File: src/rtl/io_display_scan_pkg.sv
// Shared types and constants for the decimal display scanner: converter states,
// seven-segment glyphs, saturation limits and small decode helpers.
package io_disp_pkg;

  typedef enum logic [1:0] {
    ST_LOAD   = 2'd0,
    ST_SHIFT  = 2'd1,
    ST_COMMIT = 2'd2
  } conv_state_t;

  localparam int BIN_W       = 14;
  localparam int SHIFT_STEPS = 14;
  localparam int BCD_W       = 16;

  localparam logic [31:0] SAT_LIM_2DIG = 32'd99;
  localparam logic [31:0] SAT_LIM_4DIG = 32'd9999;

  // Active-low {g,f,e,d,c,b,a}
  localparam logic [6:0] SEG_0     = 7'b1000000;
  localparam logic [6:0] SEG_1     = 7'b1111001;
  localparam logic [6:0] SEG_2     = 7'b0100100;
  localparam logic [6:0] SEG_3     = 7'b0110000;
  localparam logic [6:0] SEG_4     = 7'b0011001;
  localparam logic [6:0] SEG_5     = 7'b0010010;
  localparam logic [6:0] SEG_6     = 7'b0000010;
  localparam logic [6:0] SEG_7     = 7'b1111000;
  localparam logic [6:0] SEG_8     = 7'b0000000;
  localparam logic [6:0] SEG_9     = 7'b0010000;
  localparam logic [6:0] SEG_BLANK = 7'b1111111;

  function automatic logic [BIN_W-1:0] sat_value(input logic [31:0] v, input logic [31:0] lim);
    return BIN_W'((v > lim) ? lim : v);
  endfunction

  function automatic logic [6:0] seg_decode(input logic [3:0] d, input logic blank);
    if (blank) return SEG_BLANK;
    case (d)
      4'd0:    return SEG_0;
      4'd1:    return SEG_1;
      4'd2:    return SEG_2;
      4'd3:    return SEG_3;
      4'd4:    return SEG_4;
      4'd5:    return SEG_5;
      4'd6:    return SEG_6;
      4'd7:    return SEG_7;
      4'd8:    return SEG_8;
      4'd9:    return SEG_9;
      default: return SEG_BLANK;
    endcase
  endfunction

endpackage

File: src/rtl/io_display_scan_if.sv
// MEM-stage output ports toward the display scanner, plus the display drive
// and committed BCD coming back.
interface io_display_scan_if;
  logic [31:0] out_port0;
  logic [31:0] out_port1;
  logic [31:0] out_port2;
  logic [6:0]  seg_n;
  logic [7:0]  dig_en;
  logic [31:0] disp_bcd;

  modport master (
    output out_port0, out_port1, out_port2,
    input  seg_n, dig_en, disp_bcd
  );

  modport slave (
    input  out_port0, out_port1, out_port2,
    output seg_n, dig_en, disp_bcd
  );
endinterface

File: src/rtl/io_display_scan_bin2bcd.sv
// Sequential double-dabble: 14-bit binary to 4-digit BCD in 16 cycles.
//   state     | meaning
//   ST_LOAD   | snapshot value, clear accumulator (waits here while start is low)
//   ST_SHIFT  | 14 add-3/shift steps
//   ST_COMMIT | bcd valid, done high for this one cycle
module io_bin2bcd_seq
  import io_disp_pkg::*;
(
  input  logic             clk,
  input  logic             clr,
  input  logic             start,
  input  logic [BIN_W-1:0] value,
  output logic [BCD_W-1:0] bcd,
  output logic             done
);

  conv_state_t      state;
  logic [BIN_W-1:0] bin;
  logic [3:0]       step;
  logic [BCD_W-1:0] acc_adj;

  always_comb begin
    acc_adj = bcd;
    for (int i = 0; i < BCD_W / 4; i++) begin
      if (bcd[4*i +: 4] >= 4'd5) acc_adj[4*i +: 4] = bcd[4*i +: 4] + 4'd3;
    end
  end

  always_ff @(posedge clk) begin
    if (clr) begin
      state <= ST_LOAD;
      bin   <= '0;
      bcd   <= '0;
      step  <= '0;
      done  <= 1'b0;
    end else begin
      done <= 1'b0;
      case (state)
        ST_LOAD: begin
          if (start) begin
            bin   <= value;
            bcd   <= '0;
            step  <= '0;
            state <= ST_SHIFT;
          end
        end
        ST_SHIFT: begin
          {bcd, bin} <= {acc_adj, bin} << 1;
          step       <= step + 4'd1;
          if (step == 4'(SHIFT_STEPS - 1)) begin
            state <= ST_COMMIT;
            done  <= 1'b1;
          end
        end
        ST_COMMIT: state <= ST_LOAD;
        default:   state <= ST_LOAD;
      endcase
    end
  end

endmodule

File: src/rtl/io_display_scan.sv
// Round-robin decimal conversion of three output ports and 8-digit multiplexed
// seven-segment scanning with leading-zero blanking.
module io_display_scan
  import io_disp_pkg::*;
#(
  parameter int SCAN_DIV = 50000
)
(
  input  logic          clk,
  input  logic          clr,
  io_display_scan_if.slave bus
);

  localparam int PW = $clog2(SCAN_DIV);

  logic [BIN_W-1:0] v0, v1, v2, conv_value;
  logic [1:0]       sel;
  logic [BCD_W-1:0] conv_bcd;
  logic             conv_done;
  logic [31:0]      disp_q;

  assign v0 = sat_value(bus.out_port0, SAT_LIM_2DIG);
  assign v1 = sat_value(bus.out_port1, SAT_LIM_2DIG);
  assign v2 = sat_value(bus.out_port2, SAT_LIM_4DIG);

  always_comb begin
    case (sel)
      2'd0:    conv_value = v0;
      2'd1:    conv_value = v1;
      default: conv_value = v2;
    endcase
  end

  io_bin2bcd_seq u_conv (
    .clk   (clk),
    .clr   (clr),
    .start (1'b1),
    .value (conv_value),
    .bcd   (conv_bcd),
    .done  (conv_done)
  );

  always_ff @(posedge clk) begin
    if (clr) begin
      sel    <= 2'd0;
      disp_q <= '0;
    end else if (conv_done) begin
      case (sel)
        2'd0: begin
          disp_q[31:24] <= conv_bcd[7:0];
          sel           <= 2'd1;
        end
        2'd1: begin
          disp_q[23:16] <= conv_bcd[7:0];
          sel           <= 2'd2;
        end
        default: begin
          disp_q[15:0] <= conv_bcd;
          sel          <= 2'd0;
        end
      endcase
    end
  end

  logic [PW-1:0] pre;
  logic          tick;
  logic [2:0]    idx, idx_next;
  logic [3:0]    nib;
  logic          blank;
  logic [6:0]    seg_q;
  logic [7:0]    dig_q;

  assign tick     = (pre == PW'(SCAN_DIV - 1));
  assign idx_next = idx + 3'd1;
  assign nib      = disp_q[{idx_next, 2'b00} +: 4];

  // Leading zeros of the 4-digit field blank from the left; the 2-digit fields only blank their tens.
  always_comb begin
    blank = 1'b0;
    case (idx_next)
      3'd7:    blank = (disp_q[31:28] == 4'd0);
      3'd5:    blank = (disp_q[23:20] == 4'd0);
      3'd3:    blank = (disp_q[15:12] == 4'd0);
      3'd2:    blank = (disp_q[15:8] == 8'd0);
      3'd1:    blank = (disp_q[15:4] == 12'd0);
      default: blank = 1'b0;
    endcase
  end

  always_ff @(posedge clk) begin
    if (clr) begin
      pre   <= '0;
      idx   <= 3'd0;
      dig_q <= 8'h01;
      seg_q <= SEG_BLANK;
    end else if (tick) begin
      pre   <= '0;
      idx   <= idx_next;
      dig_q <= 8'b1 << idx_next;
      seg_q <= seg_decode(nib, blank);
    end else begin
      pre <= pre + PW'(1);
    end
  end

  assign bus.seg_n    = seg_q;
  assign bus.dig_en   = dig_q;
  assign bus.disp_bcd = disp_q;

endmodule

File: src/flat_wrapper.sv
// flat-port wrapper written by rule: the top's interface ports become plain ports
module io_display_scan_flat import io_disp_pkg::*;
#(
  parameter int SCAN_DIV = 50000
)
  (clk, clr, bus_out_port0, bus_out_port1, bus_out_port2, bus_seg_n, bus_dig_en, bus_disp_bcd);
  io_display_scan_if bus_i ();
  input  logic clk;
  input  logic clr;
  input wire logic [$bits(bus_i.out_port0)-1:0] bus_out_port0;
  input wire logic [$bits(bus_i.out_port1)-1:0] bus_out_port1;
  input wire logic [$bits(bus_i.out_port2)-1:0] bus_out_port2;
  output wire logic [$bits(bus_i.seg_n)-1:0] bus_seg_n;
  output wire logic [$bits(bus_i.dig_en)-1:0] bus_dig_en;
  output wire logic [$bits(bus_i.disp_bcd)-1:0] bus_disp_bcd;
  assign bus_i.out_port0 = bus_out_port0;
  assign bus_i.out_port1 = bus_out_port1;
  assign bus_i.out_port2 = bus_out_port2;
  assign bus_seg_n = bus_i.seg_n;
  assign bus_dig_en = bus_i.dig_en;
  assign bus_disp_bcd = bus_i.disp_bcd;
  io_display_scan #(.SCAN_DIV(SCAN_DIV)) u_core (.clk(clk), .clr(clr), .bus(bus_i));
endmodule
File: config.mk
export PLATFORM = sky130hd
export DESIGN_NAME = io_display_scan_flat
export DESIGN_NICKNAME = d
export VERILOG_FILES = /design/src/rtl/io_display_scan_pkg.sv /design/src/rtl/io_display_scan_if.sv /design/src/rtl/io_display_scan_bin2bcd.sv /design/src/rtl/io_display_scan.sv /design/src/flat_wrapper.sv
export SDC_FILE = /design/constraint.sdc
export NUM_CORES = 1
export LEC_CHECK = 0
export CAP_MARGIN = 20
export CORE_MARGIN = 1
export CORE_UTILIZATION = 52
export CTS_CLUSTER_DIAMETER = 60
export DETAILED_ROUTE_END_ITERATION = 10
export GPL_TIMING_DRIVEN = 0
export PLACE_DENSITY = 0.9
export SLEW_MARGIN = 20
export SYNTH_ARGS = -nofsm -noshare
export SYNTH_HDL_FRONTEND = slang
export SYNTH_SLANG_ARGS = --single-unit
File: constraint.sdc
create_clock -name clk -period 5.1 [get_ports clk]
set_input_delay 1.275 -clock clk [delete_from_list [all_inputs] [get_ports clk]]
set_output_delay 1.275 -clock clk [all_outputs]
set_load 0.01 [all_outputs]
== After elaboration in Yosys (flattened, before gate mapping) ==
Memory sizes are Yosys's and may differ from the RTL's.
Cells that the tools add are included.
Word-level totals
  flip-flop bits (word level): 105
  memory bits (read-only): 112
  output and inout port bits: 47
  word-level logic and storage cells: 77
  memories: 1
Cells by class
  add/subtract/negate cells: 7
  $lt $le $gt $ge: 7
  equality and inequality tests: 10
  shift-type cells: 2
  multiplexer cells: 21
  bitwise logic cells: 2
  reduce and logical (&&, ||, !) cells: 14
Memory list
  (name not given): words 16, bits a word 7, rd ports 1, clocked after memory_dff 0, wr ports 0, RTL line io_display_scan_pkg.sv:37  | case (d)
Operator list (count)
  32-bit by 7-bit greater-than comparator with 1-bit output (second input constant): 2
  14-bit case mux with 2 select lines: 2
  14-bit two-way mux: 3
  32-bit by 14-bit greater-than comparator with 1-bit output (second input constant): 1
  16-bit case mux with 2 select lines: 1
  32-bit by 6-bit indexed part select with 4-bit output: 1
  16-bit by 1-bit adder with 16-bit output (second input constant): 1
  16-bit == test (second input constant): 1
  4-bit by 3-bit >= comparator with 1-bit output (second input constant): 4
  7-bit two-way mux: 2
  4-bit by 2-bit adder with 4-bit output (second input constant): 3
  12-bit logical NOT: 1
  4-bit logical NOT: 3
  4-bit two-way mux: 3
  8-bit logical NOT: 1
  2-bit case mux with 2 select lines: 2
  4-bit case mux with 2 select lines: 1
  1-bit by 3-bit << shifter with 8-bit output (first input constant): 1
  3-bit by 2-bit == test with 1-bit output (second input constant): 2
  3-bit == test (second input constant): 2
  2-bit AND reduction: 3
  2-bit OR reduction: 3
  1-bit case mux with 5 select lines: 1
  4-bit by 1-bit adder with 4-bit output (second input constant): 1
  other kinds (12): 18

== Depth between registers and ports, before layout ==
Gate-level depths: netlist (run 1).
  depth in word-level cells: 7
  mapped depth: 14

== Cells and area by module ==
Synthesis (run 1) repeated with hierarchy kept, for this count alone.
Second synthesis, totals
  cell total of the unflattened synthesis: 662
  area, all modules: 5587.9 µm²
By module, submodules not included
  io_display_scan: instances 1, cells an instance 429, area each 3545.9 µm², seq. area each 1361.3 µm²
  io_bin2bcd_seq: instances 1, cells an instance 233, area each 2042.0 µm², seq. area each 740.7 µm²

== Worst setup path before layout (run 1) ==
No wires, ideal clock.
  kind: reg-to-reg
  from: register u_core.idx[0]
  to: register u_core.seg_q[6] (netlist: u_core.bus.seg_n[6])
  setup time: 0.139 ns
  arrival time: 2.639 ns
  required time: 4.961 ns
  setup slack: 2.323 ns
  cell stages (with the launch flop): 14
  path buffers: 2
  cells stage by stage: dfxtp_1 > inv_1 > ha_1 > buf_6 > buf_6 > mux4_2 > mux2i_1 > inv_1 > ha_1 > inv_1 > o21a_1 > nand2_1 > nand2_1 > a21oi_1
On the way
  longest elaborated chain between the ends: 7
Ends and longest elaborated chain
  from (decl): RTL line io_display_scan.sv:67  | logic [2:0] idx, idx_next;
  from (signal assigned): RTL line io_display_scan.sv:98  | idx <= idx_next;
  3-bit by 1-bit adder with 3-bit output (*): RTL line io_display_scan.sv:74  | assign idx_next = idx + 3'd1;
  net u_core.idx_next[0]: RTL line io_display_scan.sv:67
  branches (longest 5 deep; another with memory 16 x 7 bit)
  7-bit two-way mux (*): RTL line io_display_scan_pkg.sv:37
  to (signal assigned): RTL line io_display_scan.sv:100  | seg_q <= seg_decode(nib, blank);
  to (decl): RTL line io_display_scan.sv:70  | logic [6:0] seg_q;
Mark *: on every way through the listed nets, which the timed path passes. The select of a mux whose other input is x is not followed.
A chain may end at the register's enable or synchronous reset.

== Worst setup path after layout (run 1) ==
  from: register u_core.idx[0]
  to: register u_core.seg_q[0] (netlist: u_core.bus.seg_n[0])
The elaborated chain is that of the path after synthesis.

==> results of run 1 <==
[cells in the mapped netlist, drive strengths merged]
library cell	number	area share
a211oi	2	0.0028
xor2	7	0.012
and4b	1	0.0019
or2	4	0.0052
nand2	107	0.076
a211o	4	0.0066
o21ai	41	0.039
nand3	24	0.023
a22oi	6	0.0085
nor4	19	0.022
buf	11	0.011
or2b	1	0.0014
and3	9	0.011
dfxtp	105	0.40
mux2	1	0.0021
nand2b	9	0.011
and4	1	0.0017
xnor2	12	0.020
inv	18	0.013
nor4b	1	0.0017
nor3	15	0.014
nor2b	6	0.0071
o41ai	1	0.0017
o221ai	3	0.0050
or3	6	0.0071
a22o	5	0.0083
nor4bb	1	0.0019
nor2	67	0.047
mux2i	8	0.017
a21oi	90	0.086
o311a	2	0.0038
mux4	8	0.035
a311oi	1	0.0028
nand3b	1	0.0014
nand4	5	0.0059
o21a	1	0.0014
a21o	2	0.0028
clkbuf	20	0.014
ha	21	0.050
or4	1	0.0014
a31oi	3	0.0035
and2	7	0.0083
nor3b	6	0.0094
[worst paths after layout]
check | start | endpoint | depth (start not counted)
setup / recovery | u_core.idx[0] | u_core.bus.seg_n[0] | 12
setup reg to reg | u_core.idx[0] | u_core.bus.seg_n[0] | 12
hold reg to reg | u_core.u_conv.bcd[15] | u_core.u_conv.bcd[15] | 2
hold / removal | u_core.u_conv.bcd[15] | u_core.u_conv.bcd[15] | 2
[metal layers]
metal	track usage	routed length (um)	vias up
li1	-	-	2638
met1	0.334	6090	2585
met2	0.538	7860	234
met3	0.0502	870	38
met4	0.124	461	0
met5	0	0	-
[cell families (layout without fill, tap and decap cells)]
family	Yosys count	in the layout	synth area share
xor gates and xnor gates	19	19	0.0314
AOI/OAI and AO/OA	161	161	0.172
buffers and inverters	49	207	0.0380
and+or+nand+nor	291	291	0.258
muxes	17	17	0.0550
DFF	105	105	0.397
adders and majority gates	21	21	0.0496
[area by class of cell]
cell class	instances	area, um2	area share
Tap cell	133	166	0.0235
Sequential cell	105	2100	0.296
Buffer	31	134	0.0189
Clock buffer	11	141	0.0199
Inverter	18	67.6	0.00953
Clock inverter	3	42.5	0.00600
Timing Repair Buffer	144	1440	0.203
Multi-Input combinational cell	509	3000	0.423
[state kept, by name, indices dropped and copies added (netlist names)]
name	flops
u_core.u_conv.bcd	16
u_core.u_conv.done	1
u_core.u_conv.bin	14
u_core.bus.disp_bcd	32
u_core.sel	2
u_core.pre	16
u_core.idx	3
u_core.u_conv.step	4
u_core.bus.dig_en	8
u_core.u_conv.state	2
u_core.bus.seg_n	7
[worst min-delay path, cell delays in order, from the launching register on]
cell	delay, ps
dfxtp_1	330
o21ai_0	70
nand2_1	40
[cell usage in the layout (no fill, tap or decap), drive strengths merged, types with 2 or more instances in the layout]
cell type	netlist	final
nand2	107	107
a211oi	2	2
a31oi	3	3
xnor2	12	12
clkdlybuf4s50	0	144
and3	9	9
and2	7	7
inv	18	18
a21o	2	2
buf	11	11
dfxtp	105	105
clkbuf	20	31
nand4	5	5
a22o	5	5
xor2	7	7
mux2i	8	8
or3	6	6
nor4	19	19
nor3b	6	6
o21ai	41	41
o221ai	3	3
nand2b	9	9
nand3	24	24
ha	21	21
nor3	15	15
o311a	2	2
a21oi	90	90
nor2b	6	6
a211o	4	4
a22oi	6	6
or2	4	4
nor2	67	67
mux4	8	8
[power by group]
| part | internal [mW] | switching, mW |
|---|---|---|
| clock network | 0.235 | 0.261 |
| logic | 0.0773 | 0.0432 |
| registers | 0.825 | 0.00431 |
| total | 1.14 | 0.309 |
==> run summary, run 1 <==
Antenna Violating Nets Remaining: 0
Sequential area share after synthesis: 0.397
Hold Buf Count CTS: 0
Worst clock skew: 8.37 ps
Crit share post-route: 0.649
Relative max-transition margin: 0.552
Worst Path Class, Setup: flop to flop
Number of gates resized after cts: 0
Critical path arrival: 3540 ps
Antenna violations before repair: 0
Starting density of the core: 0.540
Final standard cell area without fillers: 0.00709 mm2
Data required time at the worst endpoint: 5330 ps
Post-synthesis cell type count: 52
Number of fill cells: 750
Sum of internal, switching and leakage power: 1.45 mW
Starting DRC count in detailed routing: 442
Share of final-layout standard cells stronger than drive strength 1: 0.0378
Net count after synthesis: 782
MaxCap Viol Count: 0
Run status: finished, final reports clean
Critical Path Start Type: flop
Number of flip-flops and latches in the synthesized netlist: 105
Setup_tns: 0 ps
Post-CTS Setup Inserts: 0
Peak per-stage delay on the critical path: 520 ps
Cell type group with the largest total delay on the critical path: multiplexers
Post-Route Utilization: 0.722
Pin count of the biggest net entering global routing: 16
Setup violations, final: 0
PortBufs: 144
Overall die area: 0.0106 mm2
Cell-by-cell trace of the critical path: inv_1 -> ha_1 -> buf_6 -> buf_6 -> mux4_2 -> mux2i_1 -> inv_1 -> ha_1 -> a21oi_2 -> o21ai_1 -> nand2_1 -> a21oi_1
Number of global-route vias before repair: 5,397
Hold/Removal Path Class: flop to flop
CTS clk-pin slew, worst paths: 90 ps
I/O pin cnt: 145
Count of H-tree levels built during CTS: 3
Count of placed standard cells including taps: 940
Average cell area after synthesis: 8.00 um2
Final WS setup: 1790 ps
Core Area: 0.00982 mm2
Area of placed instances: 0.00691 mm2
Top achievable clock speed: 302 MHz
Highest fanout seen on the critical path: 10
Area growth, synth to finish: 33.8%
Leakage power of the design: 2.53 nW
Clock latency at the later pin of the worst-skew pair: 360 ps
Number of standard cells in the layout, taps in and fillers out: 954
Final max-slew violation count: 0
Die outline width: 103 um
Final nets: 937
Maximum vdd ir drop: 185 uV
First-pass GRT wire length: 24,400 um
Hold slack: 481 ps
Overflow left after global routing: 0
Pre-CTS worst setup slack: 1690 ps
Final wirelength: 15,300 um
Half-perimeter wire length after placement: 11,900 um
Final Hold Violating Endpoints: 0
Wire length per cell: 16.0 um
Pwr per Cell Area: 204 mW/mm2
Critical path capture point type: flop
Total routing resource utilization after global routing: 0.293
Number of iterations in the first detailed-routing pass: 5
Cell at the slowest stage of the critical path: dfxtp_1
Vias per std cell: 5.76
Total via count in the routed design: 5,495
Yosys warning total: 0
Gate count of the mapped netlist: 663
Number of buffers and inverters on the critical path: 4
Ant. Diodes: 0
Gpl congestion: 0.870
Clock tree from TritonCTS: yes
Flop2flop setup slack: 1790 ps
Final min period: 3310 ps
Remaining DRCs: 0
Number of buffers on the longest clock path: 2
Root Buffer: clkbuf_8
Setup repair after global routing missed its margin: no
Die height: 103 um
Synthesized cell area: 0.00530 mm2
Site Rows: 36
Number of clock sinks seen by CTS: 105
Number of CTS-inserted buffers: 9
Worst-margin pin slew: 672 ps
Power figures use the tool's default switching activity.
==> inputs of run 2 (changes only) <==
Settings changed: CORE_UTILIZATION 52 to 49, PLACE_DENSITY 0.9 to 0.86.
Clock period 5.1 ns to 3.43 ns, I/O delays scaled along.
==> run summary, run 2 (synthesis results as in run 1) <==
Final min period: 3140 ps
First-pass GRT wire length: 24,200 um
Number of global-route vias before repair: 5,239
Worst min-delay path startpoint: u_core.u_conv.bin[0]
Number of clock sinks seen by CTS: 105
Number of iterations in the first detailed-routing pass: 5
Die height: 106 um
Setup violations, final: 0
Hold path cells: 2
Hold/Removal Path Class: flop to flop
Overall die area: 0.0112 mm2
Depth of the most critical reg-to-reg path: 13
Count of H-tree levels built during CTS: 3
Crit share post-route: 0.916
Pwr per Cell Area: 308 mW/mm2
Final wirelength: 14,700 um
Antenna violations before repair: 0
CTS clk-pin slew, worst paths: 100 ps
Final max-slew violation count: 0
Setup repair after global routing missed its margin: no
Area growth, synth to finish: 34.4%
Total routing resource utilization after global routing: 0.269
Worst setup path startpoint: u_core.idx[0]
Starting DRC count in detailed routing: 376
Highest fanout seen on the critical path: 10
Final nets: 937
Remaining DRCs: 0
Overflow left after global routing: 0
Half-perimeter wire length after placement: 11,600 um
Core Area: 0.0104 mm2
Min-Delay Endpoint: u_core.u_conv.bin[0]
Leakage power of the design: 2.54 nW
Maximum vdd ir drop: 305 uV
Reg2reg end: u_core.bus.seg_n[5]
Run status: finished, final reports clean
Wire length per cell: 15.3 um
Post-Route Utilization: 0.684
Gpl congestion: 0.890
Final Hold Violating Endpoints: 0
Number of CTS-inserted buffers: 9
Clock latency at the later pin of the worst-skew pair: 370 ps
Relative max-transition margin: 0.570
Clock tree from TritonCTS: yes
Worst-margin pin slew: 646 ps
Flop2flop setup slack: 290 ps
Root Buffer: clkbuf_8
Pin count of the biggest net entering global routing: 17
Number of flip-flops in the largest register: 32
Critical Path Start Type: flop
Ant. Diodes: 0
Site Rows: 37
Startpoint of the lowest-slack register-to-register path: u_core.idx[0]
Area of placed instances: 0.00691 mm2
Antenna Violating Nets Remaining: 0
Critical path arrival: 3390 ps
Share of final-layout standard cells stronger than drive strength 1: 0.0413
PortBufs: 144
Data required time at the worst endpoint: 3680 ps
Total via count in the routed design: 5,355
Setup_tns: 0 ps
Top achievable clock speed: 318 MHz
Leading cell type in the layout, fill and taps excluded: clkdlybuf4s50_1
I/O pin cnt: 145
Vias per std cell: 5.58
Most frequent cells in the layout: 144 x clkdlybuf4s50_1, 107 x nand2_1, 105 x dfxtp_1, 89 x a21oi_1, 67 x nor2_1
Die outline width: 106 um
MaxCap Viol Count: 0
Worst clock skew: 11.4 ps
Number of buffers on the longest clock path: 2
Critical path capture point type: flop
Worst Path Class, Setup: flop to flop
Starting density of the core: 0.509
Final standard cell area without fillers: 0.00712 mm2
run 2: cell count changes in the layout (fill, tap and decap cells not counted), sizes merged:
cell / delta
clkbuf: +1
clkinv: +1
run 2: worst max-delay path by stage:
stage / end / slack [ps] / depth (start not counted)
after floorplan: u_core.bus.seg_n[6] / 650 / 13
after global placement: u_core.bus.seg_n[6] / 310 / 13
after detailed placement: u_core.bus.seg_n[5] / 250 / 13
after CTS: u_core.bus.seg_n[5] / 240 / 13
after global routing: u_core.bus.seg_n[6] / 50 / 13
final: u_core.bus.seg_n[5] / 290 / 13
run 2: worst max-delay path: stages, from the launching register on:
cell	delay [ps]
dfxtp_1	520
inv_1	260
ha_1	440
buf_6	180
buf_6	160
mux4_2	510
mux2i_2	270
inv_1	110
ha_1	190
inv_1	60
o21a_1	150
nand2_1	60
nand2_1	60
a21oi_1	60
run 2: cell type report:
class,count,area (um2)
Sequential cell,105,2100
Buffer,31,134
Clock buffer,12,155
Timing Repair Buffer,144,1440
Inverter,18,67.6
Clock inverter,4,51.3
Multi-Input combinational cell,509,3000
Tap cell,136,170
Fill cell,837,3290
run 2: stage by stage:
stage / worst slack, ps / hold WS, ps / power (mW) / cells
floorplan: 653 / 413 / 1.30 / 663
global placement: 315 / 426 / 1.43 / 943
detailed placement: 246 / 444 / 1.44 / 943
CTS: 245 / 467 / 2.21 / 959
global route: 49.5 / 503 / 2.27 / 959
finish: 289 / 467 / 2.20 / 959
run 2: where the power goes:
group	total (mW)	leakage [nW]	internal (mW)	switching, mW
Clock	0.786	0.103	0.378	0.409
Combinational	0.177	1.59	0.115	0.0626
Sequential	1.23	0.848	1.23	0.00647
Total	2.20	2.54	1.72	0.478
run 2: routing by layer:
| metal | part of all wire | wire length (um) | global-route usage | vias up |
|---|---|---|---|---|
| met4 | 0.025 | 367 | 0.100 | 0 |
| met5 | 0 | 0 | 0 | - |
| met2 | 0.51 | 7500 | 0.476 | 162 |
| met1 | 0.42 | 6130 | 0.322 | 2525 |
| li1 | - | - | - | 2637 |
| met3 | 0.047 | 690 | 0.0546 | 31 |
run 2: repair_timing:
action / 4_1_cts / 5_1_grt
buffers inserted: 0 / 0
hold buffers: 0 / 0
resized for setup: 0 / 1
endpoints found under the setup margin: 0 / 4
